`src/rtl/argmax_scan_controller.sv`:
```
// Sequences one argmax datapath over a multi-chunk vector: clear, stream num_chunks beats, capture result.
// Optional stall timeout in SCAN is compiled in when ARGMAX_TIMEOUT_EN is defined.
module argmax_scan_controller #(
   parameter int WIDTH          = 8,
   parameter int ARGMAX_WIDTH   = 8,
   parameter int CNT_WIDTH      = 5,
   parameter int TIMEOUT_CYCLES = 255
) (
   input  logic                    clk,
   input  logic                    rst,
   input  logic                    i_start,
   input  logic [CNT_WIDTH-1:0]    i_num_chunks,
   output logic                    o_busy,
   input  logic                    i_in_valid,
   output logic                    o_in_ready,
   output logic                    o_dp_clear,
   output logic                    o_dp_enable,
   input  logic [ARGMAX_WIDTH-1:0] i_dp_argmax,
   input  logic [WIDTH-1:0]        i_dp_max,
   output logic                    o_res_valid,
   input  logic                    i_res_ready,
   output logic [ARGMAX_WIDTH-1:0] o_res_argmax,
   output logic [WIDTH-1:0]        o_res_max,
   output logic [CNT_WIDTH-1:0]    o_res_count,
   output logic                    o_res_timeout
);

   typedef enum logic [2:0] {S_IDLE, S_CLEAR, S_SCAN, S_DRAIN, S_DONE} state_t;

   if (TIMEOUT_CYCLES < 1) begin : g_bad_timeout
      $error("TIMEOUT_CYCLES must be at least 1");
   end

   state_t                 r_state, w_next;
   logic [CNT_WIDTH-1:0]   r_num;
   logic [CNT_WIDTH-1:0]   r_beat;
   logic                   w_go;
   logic                   w_hs;
   logic                   w_last;
   logic                   w_tmo;

   assign w_go   = (r_state == S_IDLE) && i_start && (i_num_chunks != '0);
   assign w_hs   = (r_state == S_SCAN) && i_in_valid;
   assign w_last = w_hs && (r_beat == r_num - CNT_WIDTH'(1));

`ifdef ARGMAX_TIMEOUT_EN
   localparam int STALL_W = $clog2(TIMEOUT_CYCLES + 1);
   logic [STALL_W-1:0] r_stall;
   logic               r_to;
   logic               r_res_to;

   // Fires on the TIMEOUT_CYCLES-th consecutive cycle without a handshake.
   assign w_tmo = (r_state == S_SCAN) && !w_hs &&
                  (r_stall == STALL_W'(TIMEOUT_CYCLES - 1));

   always_ff @(posedge clk) begin
      if (rst) begin
         r_stall  <= '0;
         r_to     <= 1'b0;
         r_res_to <= 1'b0;
      end else begin
         if (w_go) begin
            r_stall <= '0;
            r_to    <= 1'b0;
         end else if (r_state == S_SCAN) begin
            r_stall <= w_hs ? '0 : r_stall + STALL_W'(1);
            if (w_tmo) r_to <= 1'b1;
         end
         if (r_state == S_DRAIN) r_res_to <= r_to;
      end
   end

   assign o_res_timeout = r_res_to;
`else
   assign w_tmo         = 1'b0;
   assign o_res_timeout = 1'b0;
`endif

   always_ff @(posedge clk) begin
      if (rst) r_state <= S_IDLE;
      else     r_state <= w_next;
   end

   always_comb begin
      w_next = r_state;
      case (r_state)
         S_IDLE:  if (w_go) w_next = S_CLEAR;
         S_CLEAR: w_next = S_SCAN;
         S_SCAN:  if (w_last || w_tmo) w_next = S_DRAIN;
         S_DRAIN: w_next = S_DONE;
         S_DONE:  if (i_res_ready) w_next = S_IDLE;
         default: w_next = S_IDLE;
      endcase
   end

   always_comb begin
      o_busy      = (r_state != S_IDLE);
      o_in_ready  = (r_state == S_SCAN);
      o_dp_clear  = (r_state == S_CLEAR);
      o_dp_enable = w_hs;
      o_res_valid = (r_state == S_DONE);
   end

   // Datapath registers its result one cycle after the last enable, so DRAIN sees final values.
   always_ff @(posedge clk) begin
      if (rst) begin
         r_num        <= '0;
         r_beat       <= '0;
         o_res_argmax <= '0;
         o_res_max    <= '0;
         o_res_count  <= '0;
      end else begin
         if (w_go) begin
            r_num  <= i_num_chunks;
            r_beat <= '0;
         end else if (w_hs) begin
            r_beat <= r_beat + CNT_WIDTH'(1);
         end
         if (r_state == S_DRAIN) begin
            o_res_argmax <= i_dp_argmax;
            o_res_max    <= i_dp_max;
            o_res_count  <= r_beat;
         end
      end
   end

endmodule

```
`config.mk`:
```
export PLATFORM = sky130hd
export DESIGN_NAME = argmax_scan_controller
export DESIGN_NICKNAME = d
export VERILOG_FILES = /design/src/rtl/argmax_scan_controller.sv
export SDC_FILE = /design/constraint.sdc
export NUM_CORES = 1
export LEC_CHECK = 0
export CORE_MARGIN = 1.5
export CORE_UTILIZATION = 43
export CTS_BUF_LIST = sky130_fd_sc_hd__clkbuf_4
export DETAILED_ROUTE_END_ITERATION = 10
export PLACE_DENSITY = 0.88
export RECOVER_POWER = 50
export SLEW_MARGIN = 5
export SYNTH_ARGS = -nofsm -noshare
export SYNTH_HDL_FRONTEND = slang
export SYNTH_SLANG_ARGS = --single-unit
```
`constraint.sdc`:
```
create_clock -name clk -period 1.7 [get_ports clk]
set_input_delay 0.34 -clock clk [delete_from_list [all_inputs] [get_ports clk]]
set_output_delay 0.34 -clock clk [all_outputs]
set_load 0.1 [all_outputs]
```
==> flow_summary.ini, run 1 <==
[finish]
instances_no_fill = 276
multiInputGateArea_sq_um = 729.5
nNetsFinal = 259
antenna_cells = 0
utilization_pct = 77.66
num-fill-cells = 196
stdcell_area_sq_um = 2410
drive_gt1_share_pct = 24.57
syn_to_final_growth_pct = 68.06
area.sequential_sq_um = 691.9

[clock_tree]
cts_tree = built
hold_buffers = 0
htree_levels = 2
clock_sinks = 34
cts_root_buffer = clkbuf_4
cts_buffers = 5
clk_pin_slew_ps = 100
clock_latency_ps = 350
cts.path.max_buffers = 2

[worst_setup_path]
cp-start-kind = register
cp.depth = 2
r2r-end = r_beat[3]$_SDFFE_PP0P_
critPathKind = register to output pin
cp.arrival_ps = 1330
cp_top_family = flip-flops
crit_path_cell_trace = and4bb_4, buf_12
reg2reg_depth = 6
required_ps = 1360
critical_path_buf_inv_count = 1
path_max_fanout = 9
slowest_stage = dfxtp_4
r2r-start = r_state[2]$_SDFFE_PP0P_
ff2ff_setup_slack_ps = 230
cp-end-kind = output pin
slowest_delay_ps = 400

[routing]
met1Wirelength_um = 1371
drtPass1Iterations = 4
dr_wl_met3_um = 178
drt-initial-drc-count = 83
routed_wl_um = 3475
num_vias = 1382
postRouteAntennaNets = 0
dr_wl_met2_um = 1856
avgRoutedWirePerCell_um = 12.59
drc = 0
top_layer = met4
vias_per_cell = 5.007

[global_route]
overflow = 0
grt_pass1_vias = 1316
grtUsageTotal_pct = 20.27
grt_pass1_wl_um = 5395
antenna_found_initial = 0
grt_max_degree = 23

[place]
placed_area_sq_um = 2301
gp_congestion = 0.7622
dp.cells = 263
io_buffers = 51
dpl.hpwl_um = 2580

[sta]
period_share_pct = 98.23
finalSetupViolations = 0
slew_violations = 0
fin_setup_tns_ps = 0
finalHoldViolations = 0
fmax_mhz = 598.8
fin_skew_ps = 10.60
rsz0062_at_grt = true
fin_crit_ps = 1670

[synth]
synth_nets = 199
synthDistinctLibCells = 33
synth_warnings = 0
netlist_instances = 171
ys_seq_elements = 34
netlist_area_sq_um = 1434
ys_seq_area_share_pct = 47.47
avgSynthCellArea_sq_um = 8.385

[floorplan]
row_count = 20
die-area_sq_um = 3690
die_w_um = 60.75
fp.coreArea_sq_um = 3103
initial_core_util_pct = 46.21
io_pins = 53
fp.dieH_um = 60.75

[hold_path]
worstHoldPathCells = 2
hold_class = register to register
holdPathEnd = o_res_argmax[4]$_SDFFE_PP0N_
min_from = o_res_argmax[4]$_SDFFE_PP0N_

[status]
outcome = finished clean

[power_and_ir_drop]
irDropWorstVdd_mv = 0.4906
leakage_nw = 0.8766
p_per_area_nw_per_um2 = 711.6

[flow_run]
cap_violations = 0
## area by class of cell
cell class / count / share of cell area [%]
Clock buffer: 5 / 1.558
Clock inverter: 3 / 0.6750
Inverter: 2 / 0.3115
Multi-Input combinational cell: 124 / 30.27
Sequential cell: 34 / 28.71
Tap cell: 44 / 2.285
Timing Repair Buffer: 64 / 36.19
## logic make-up after synthesis
kind of cell	synth area share [%]
other	0.2615
DFF	47.47
and+or+nand+nor	26.61
xor gates and xnor gates	6.108
AOI/OAI and AO/OA	12.83
muxes	0.6981
adders and majority gates	1.745
buffers and inverters	4.275
## what timing repair did
action,CTS,global route
endpoints found under the setup margin,4,5
resized for setup,5,2
pin swaps,1,3
buffers inserted,0,5
## how the worst max path moves through the flow
| stage | from | end | slack (ps) |
|---|---|---|---|
| floorplan | r_state[1]$_SDFFE_PP0P_ | o_in_ready | 40 |
| global placement | i_num_chunks[1] | r_beat[3]$_SDFFE_PP0P_ | -110 |
| detailed placement | i_num_chunks[1] | r_beat[1]$_SDFFE_PP0P_ | -190 |
| CTS | r_state[0]$_SDFFE_PP0P_ | o_dp_enable | -6 |
| global route | r_state[0]$_SDFFE_PP0P_ | o_res_valid | -10 |
| finish | r_state[2]$_SDFFE_PP0P_ | o_dp_enable | 30 |
## cell usage after synthesis
library cell / number / area share (%)
inv_1: 2 / 0.52
nor2_1: 8 / 2.1
nor3_1: 3 / 1.0
nand4bb_1: 1 / 0.79
or4_4: 1 / 0.79
nand3_1: 1 / 0.35
a22oi_1: 2 / 1.0
mux2i_1: 1 / 0.70
dfxtp_1: 34 / 47
nand4_1: 2 / 0.87
nor4b_4: 1 / 1.7
nor3b_1: 3 / 1.6
buf_1: 1 / 0.26
xnor2_1: 6 / 3.7
o22ai_1: 1 / 0.44
xor2_1: 4 / 2.4
a31oi_1: 1 / 0.44
conb_1: 1 / 0.26
a21oi_1: 25 / 8.7
o211ai_1: 1 / 0.52
buf_2: 4 / 1.4
ha_1: 2 / 1.7
nand2_1: 50 / 13
clkbuf_1: 4 / 1.0
and4bb_2: 1 / 0.87
nand2b_1: 3 / 1.3
o21ai_4: 1 / 1.1
nand3b_1: 1 / 0.52
buf_4: 2 / 1.0
a21o_1: 1 / 0.52
or3_1: 1 / 0.44
nand2b_2: 1 / 0.61
and3b_1: 1 / 0.61
## layer usage
layer | up-vias | GRT usage [%]
met3 | 8 | 6.610
met5 | - | 0
met1 | 646 | 20.08
li1 | 689 | -
met4 | 0 | 9.938
met2 | 39 | 37.63
## placed cells by master (no fill, tap or decap), drive strengths merged, types with 2 or more instances in the layout
master	instances
nor3b	3
ha	2
inv	2
dfxtp	34
nand4	2
clkinv	2
nand2b	4
clkbuf	5
clkdlybuf4s50	24
nor2	8
xnor2	6
a21oi	25
nor3	3
xor2	4
a22oi	2
nand2	50
buf	39
## flip-flops by register name, summed over array words and instances (netlist names)
signal / cells
o_res_argmax: 8
o_res_count: 5
o_res_max: 8
r_beat: 5
r_num: 5
r_state: 3
## worst min-delay path: cells and delay by family, from the launching register on
family,cells,cell delay [ps]
AND/OR/NAND/NOR,1,60
AO/OA/AOI/OAI,1,50
flip-flops,1,350
## through the flow
stage | hold WS [ps] | power (W) | setup WS [ps]
final | 498.4 | 0.001715 | 30.09
after floorplan | 449.4 | 0.001124 | 38.04
after detailed placement | 483.5 | 0.001292 | -190.6
after global routing | 526.2 | 0.001786 | -12.45
after CTS | 497.7 | 0.001714 | -6.485
after global placement | 463.3 | 0.001283 | -109.7
## where the power goes
group | total [W] | internal (W) | switching (W)
Sequential | 0.000845 | 0.000817 | 0.0000284
Combinational | 0.000441 | 0.000202 | 0.000239
Clock | 0.000429 | 0.000153 | 0.000275
Total | 0.00171 | 0.00117 | 0.000543
No activity file was read; power rests on OpenSTA's default activity.
==> run 2: changes to the inputs <==
--- a/config.mk
+++ b/config.mk
@@ -9,7 +9,7 @@
 export CORE_UTILIZATION = 43
 export CTS_BUF_LIST = sky130_fd_sc_hd__clkbuf_4
 export DETAILED_ROUTE_END_ITERATION = 10
-export PLACE_DENSITY = 0.88
+export PLACE_DENSITY = 0.8
 export RECOVER_POWER = 50
 export SLEW_MARGIN = 5
 export SYNTH_ARGS = -nofsm -noshare
==> run 2 against run 1 <==
Net effect:
- die area unchanged
- cell count fell by 1.8%
- largest power group unchanged
- clock skew increased by 1.3 ps
- worst setup slack improved by 21 ps
- first-iteration DRC count decreased by 52%
- routed wire length rose by 7.1%
- sequential share of layout area is 1.3 points higher
- combinational power fell by 3%
==> flow_summary.ini, run 2 (synthesis results as in run 1) <==
[routing]
drc = 0
vias_per_cell = 5.151
drt-initial-drc-count = 40
postRouteAntennaNets = 0
routed_wl_um = 3720
drtPass1Iterations = 4
num_vias = 1396
avgRoutedWirePerCell_um = 13.73

[worst_setup_path]
path_max_fanout = 9
slowest_stage = dfxtp_4
reg2reg_depth = 6
required_ps = 1360
slowest_delay_ps = 400
cp.arrival_ps = 1310
crit_path_cell_trace = or3_4, buf_12
cp-start-kind = register
critPathKind = register to output pin
cp-end-kind = output pin

[floorplan]
row_count = 20
fp.coreArea_sq_um = 3103
io_pins = 53
fp.dieH_um = 60.75
die-area_sq_um = 3690
die_w_um = 60.75
initial_core_util_pct = 46.21

[sta]
fin_crit_ps = 1649
finalHoldViolations = 0
fin_setup_tns_ps = 0
hold_slack_ps = 459.4
period_share_pct = 97.00
fmax_mhz = 606.4
finalSetupViolations = 0
fin_skew_ps = 11.87
tightestPinTransition_ps = 650.5
rsz0062_at_grt = false
max_slew_margin_pct = 56.63
slew_violations = 0

[power_and_ir_drop]
irDropWorstVdd_mv = 0.4909
p_per_area_nw_per_um2 = 796.1
leakage_nw = 0.8352

[finish]
antenna_cells = 0
nNetsFinal = 255
syn_to_final_growth_pct = 60.30
instances_no_fill = 271
drive_gt1_share_pct = 22.47
top_regs = o_res_argmax x8, o_res_max x8
num-fill-cells = 226
layout_common_cells = 50 x nand2_1, 31 x dfxtp_1, 25 x a21oi_1
layout_commonest_cell = nand2_1
utilization_pct = 74.07
stdcell_area_sq_um = 2298

[global_route]
grt_pass1_wl_um = 6175
grt_util_met1_pct = 25.60
grt_pass1_vias = 1393
busiest_layer = met2
grt_max_degree = 23
grtUsageTotal_pct = 22.77
overflow = 0
met3_usage_pct = 4.691
antenna_found_initial = 0
gr-usage-met2_pct = 41.17

[clock_tree]
clk_pin_slew_ps = 100
cts_tree = built
htree_levels = 2
cts.path.max_buffers = 2
clock_sinks = 34
cts_root_buffer = clkbuf_4
clock_latency_ps = 340
hold_buffers = 0
cts_buffers = 5

[flow_run]
cap_violations = 0

[hold_path]
hold_class = register to register
worstHoldPathCells = 2

[place]
placed_area_sq_um = 2301
gp_congestion = 0.8374
dp.cells = 263
dpl.hpwl_um = 2707
io_buffers = 51

[status]
outcome = finished clean
run 2: cell types whose count changed in the layout (fill, tap and decap cells not counted), moves of 2 or more:
cell      change
buf_12        -6
clkbuf_1      +2
clkbuf_2      +6
buf_4         -5
run 2: path summary, 6_finish.rpt:
path                                                start                        end  slack [ps]
worst max-delay path              r_state[0]$_SDFFE_PP0P_                     o_busy          50
worst min-delay path            o_res_max[2]$_SDFFE_PP0N_  o_res_max[2]$_SDFFE_PP0N_         460
worst max register to register      r_num[0]$_SDFFE_PP0P_    r_state[0]$_SDFFE_PP0P_         190
worst min register to register  o_res_max[2]$_SDFFE_PP0N_  o_res_max[2]$_SDFFE_PP0N_         460
run 2: area by class of cell:
class / count / area (sq um) / area share [%]
Multi-Input combinational cell: 124 / 734.5 / 31.95
Timing Repair Buffer: 60 / 740.7 / 32.23
Clock buffer: 5 / 37.54 / 1.633
Sequential cell: 34 / 689.4 / 29.99
Clock inverter: 2 / 33.78 / 1.470
Tap cell: 44 / 55.05 / 2.395
Inverter: 2 / 7.507 / 0.3266
run 2: routing by layer:
metal,up-vias,part of all wire [%]
li1,677,-
met2,45,54
met3,5,4.9
met1,669,39
met4,0,1.5
met5,-,0
run 2: power breakdown:
| group | switching [W] | leakage [nW] | internal [W] | total, W |
|---|---|---|---|---|
| logic | 0.000239 | 0.520 | 0.000189 | 0.000428 |
| clock network | 0.000254 | 0.0387 | 0.000297 | 0.000551 |
| registers | 0.0000338 | 0.277 | 0.000817 | 0.000851 |
run 2: through the flow:
| step | total power (W) | setup WS [ps] |
|---|---|---|
| 2_1_floorplan | 0.001124 | 38.04 |
| 6_report | 0.001830 | 50.92 |
| 5_1_grt | 0.001903 | 7.305 |
| 3_5_place_dp | 0.001296 | -208.5 |
| 3_3_place_gp | 0.001279 | -98.13 |
| 4_1_cts | 0.001851 | 2.160 |
run 2: critical path, delay by kind of cell (launching register included):
kind | cells | cell delay (ps)
buf+inv | 1 | 170
flops | 1 | 400
simple gates | 1 | 400
run 2: timing repair:
| item | 4_1_cts | 5_1_grt |
|---|---|---|
| buffers inserted | 0 | 1 |
| resized for setup | 3 | 3 |
| setup endpoints to repair | 3 | 3 |
| pin swaps | 0 | 1 |
==> run 3: changes to the inputs <==
--- a/config.mk
+++ b/config.mk
@@ -9,7 +9,8 @@
 export CORE_UTILIZATION = 43
 export CTS_BUF_LIST = sky130_fd_sc_hd__clkbuf_4
 export DETAILED_ROUTE_END_ITERATION = 10
-export PLACE_DENSITY = 0.8
+export DONT_BUFFER_PORTS = 1
+export PLACE_DENSITY = 0.6
 export RECOVER_POWER = 50
 export SLEW_MARGIN = 5
 export SYNTH_ARGS = -nofsm -noshare
==> constraint.sdc (replaced) <==
create_clock -name clk -period 2.1 [get_ports clk]
set_input_delay 0.42 -clock clk [delete_from_list [all_inputs] [get_ports clk]]
set_output_delay 0.42 -clock clk [all_outputs]
set_load 0.1 [all_outputs]
==> run 3 against run 2 <==
Net effect:
- hold slack worse by 330 ps
- clock skew is 0.69 ps lower
- clock power is 37% lower
- sequential power decreased by 19%
- first-iteration DRC count is 25% lower
- via count shrank 15%
- non-clock buffer count down 32
- design area is 27% lower
- combinational power shrank 47%
- flip-flop and latch count stayed put
- critical path depth is the same
==> flow_summary.ini, run 3 (synthesis results as in run 1) <==
[status]
outcome = finished clean

[finish]
top_regs = o_res_argmax x8, o_res_max x8
num-fill-cells = 340
nNetsFinal = 223
drive_gt1_share_pct = 21.43
instances_no_fill = 240
layout_commonest_cell = nand2_1
utilization_pct = 54.03
antenna_cells = 0
stdcell_area_sq_um = 1677
syn_to_final_growth_pct = 16.93
layout_common_cells = 50 x nand2_1, 34 x dfxtp_1, 25 x a21oi_1

[sta]
max_slew_margin_pct = 45.55
period_share_pct = 94.78
finalSetupViolations = 0
finalHoldViolations = 0
tightestPinTransition_ps = 816.7
fin_crit_ps = 1990
fin_ws_ps = 109.6
fmax_mhz = 502.4
fin_skew_ps = 11.18
slew_violations = 0
rsz0062_at_grt = false

[power_and_ir_drop]
p_per_area_nw_per_um2 = 751.0
leakage_nw = 0.6262
irDropWorstVdd_mv = 0.4306

[global_route]
grt_pass1_vias = 1065
antenna_found_initial = 0
overflow = 0
grt_pass1_wl_um = 4505
grt_max_degree = 32
grtUsageTotal_pct = 17.04

[floorplan]
io_pins = 53
die_w_um = 60.75
fp.dieH_um = 60.75
fp.coreArea_sq_um = 3103
row_count = 20
initial_core_util_pct = 46.21
die-area_sq_um = 3690

[clock_tree]
cts_resized = 0
hold_buffers = 0
post_cts_buffers = 0
htree_levels = 2
clock_sinks = 34
clock_latency_ps = 340
cts_root_buffer = clkbuf_4
clk_pin_slew_ps = 110
cts_buffers = 5
cts_tree = built
cts.path.max_buffers = 2

[worst_setup_path]
cp-end-kind = output pin
required_ps = 1680
cp-start-kind = register
critPathKind = register to output pin
path_max_fanout = 9
reg2reg_depth = 4
cp.arrival_ps = 1570

[routing]
postRouteAntennaNets = 0
num_vias = 1188
routed_wl_um = 2890
avgRoutedWirePerCell_um = 12.04
drtPass1Iterations = 4
drc = 0
vias_per_cell = 4.950
drt-initial-drc-count = 30

[flow_run]
cap_violations = 0

[place]
pre_cts_ws_ps = 419.8
placed_area_sq_um = 1679
dpl.hpwl_um = 2105
io_buffers = 0
gp_congestion = 0.7839
dp.cells = 232

[hold_path]
worstHoldPathCells = 1
hold_class = primary input to register
[run 3: routing by layer]
layer	share of wire (%)	vias up	routed length (um)	track usage [%]
met5	0	-	0	0
met4	1.8	0	53	8.385
met3	8.3	6	239	7.463
met2	46	37	1335	26.11
met1	44	530	1261	20.45
li1	-	615	-	-
[run 3: cell type report]
type,instances,area [sq um],area share (%)
tap,44,55.05,3.284
timing repair buffer,28,153.9,9.179
clock buffer,5,37.54,2.239
sequential,34,680.7,40.60
inverter,2,7.507,0.4478
multi-input combinational,124,725.7,43.28
clock inverter,3,16.27,0.9701
[run 3: path summary, 6_finish.rpt]
check / start / endpoint / slack, ps
min: rst / o_res_argmax[7]$_SDFFE_PP0N_ / 130
max: r_state[1]$_SDFFE_PP0P_ / o_dp_enable / 110
max reg2reg: r_state[2]$_SDFFE_PP0P_ / o_res_max[5]$_SDFFE_PP0N_ / 290
min reg2reg: o_res_argmax[7]$_SDFFE_PP0N_ / o_res_argmax[7]$_SDFFE_PP0N_ / 450
[run 3: critical path, stage by stage (launching register included)]
cell	delay, ps
dfxtp_1	620
and4bb_2	280
buf_4	330
[run 3: per-stage QoR]
stage | hold slack (ps) | TNS (ps) | total power (W)
6_report | 134.3 | 0 | 0.001259
3_3_place_gp | 436.2 | 0 | 0.0009287
4_1_cts | 110.1 | 0 | 0.001279
2_1_floorplan | 449.4 | -110.0 | 0.0009024
3_5_place_dp | 442.0 | 0 | 0.0009318
5_1_grt | 101.1 | 0 | 0.001324
[run 3: report_power, final]
group          switching [W]  internal, W  total, W
sequential         0.0000255     0.000662  0.000688
combinational       0.000159    0.0000659  0.000225
clock               0.000223     0.000124  0.000347
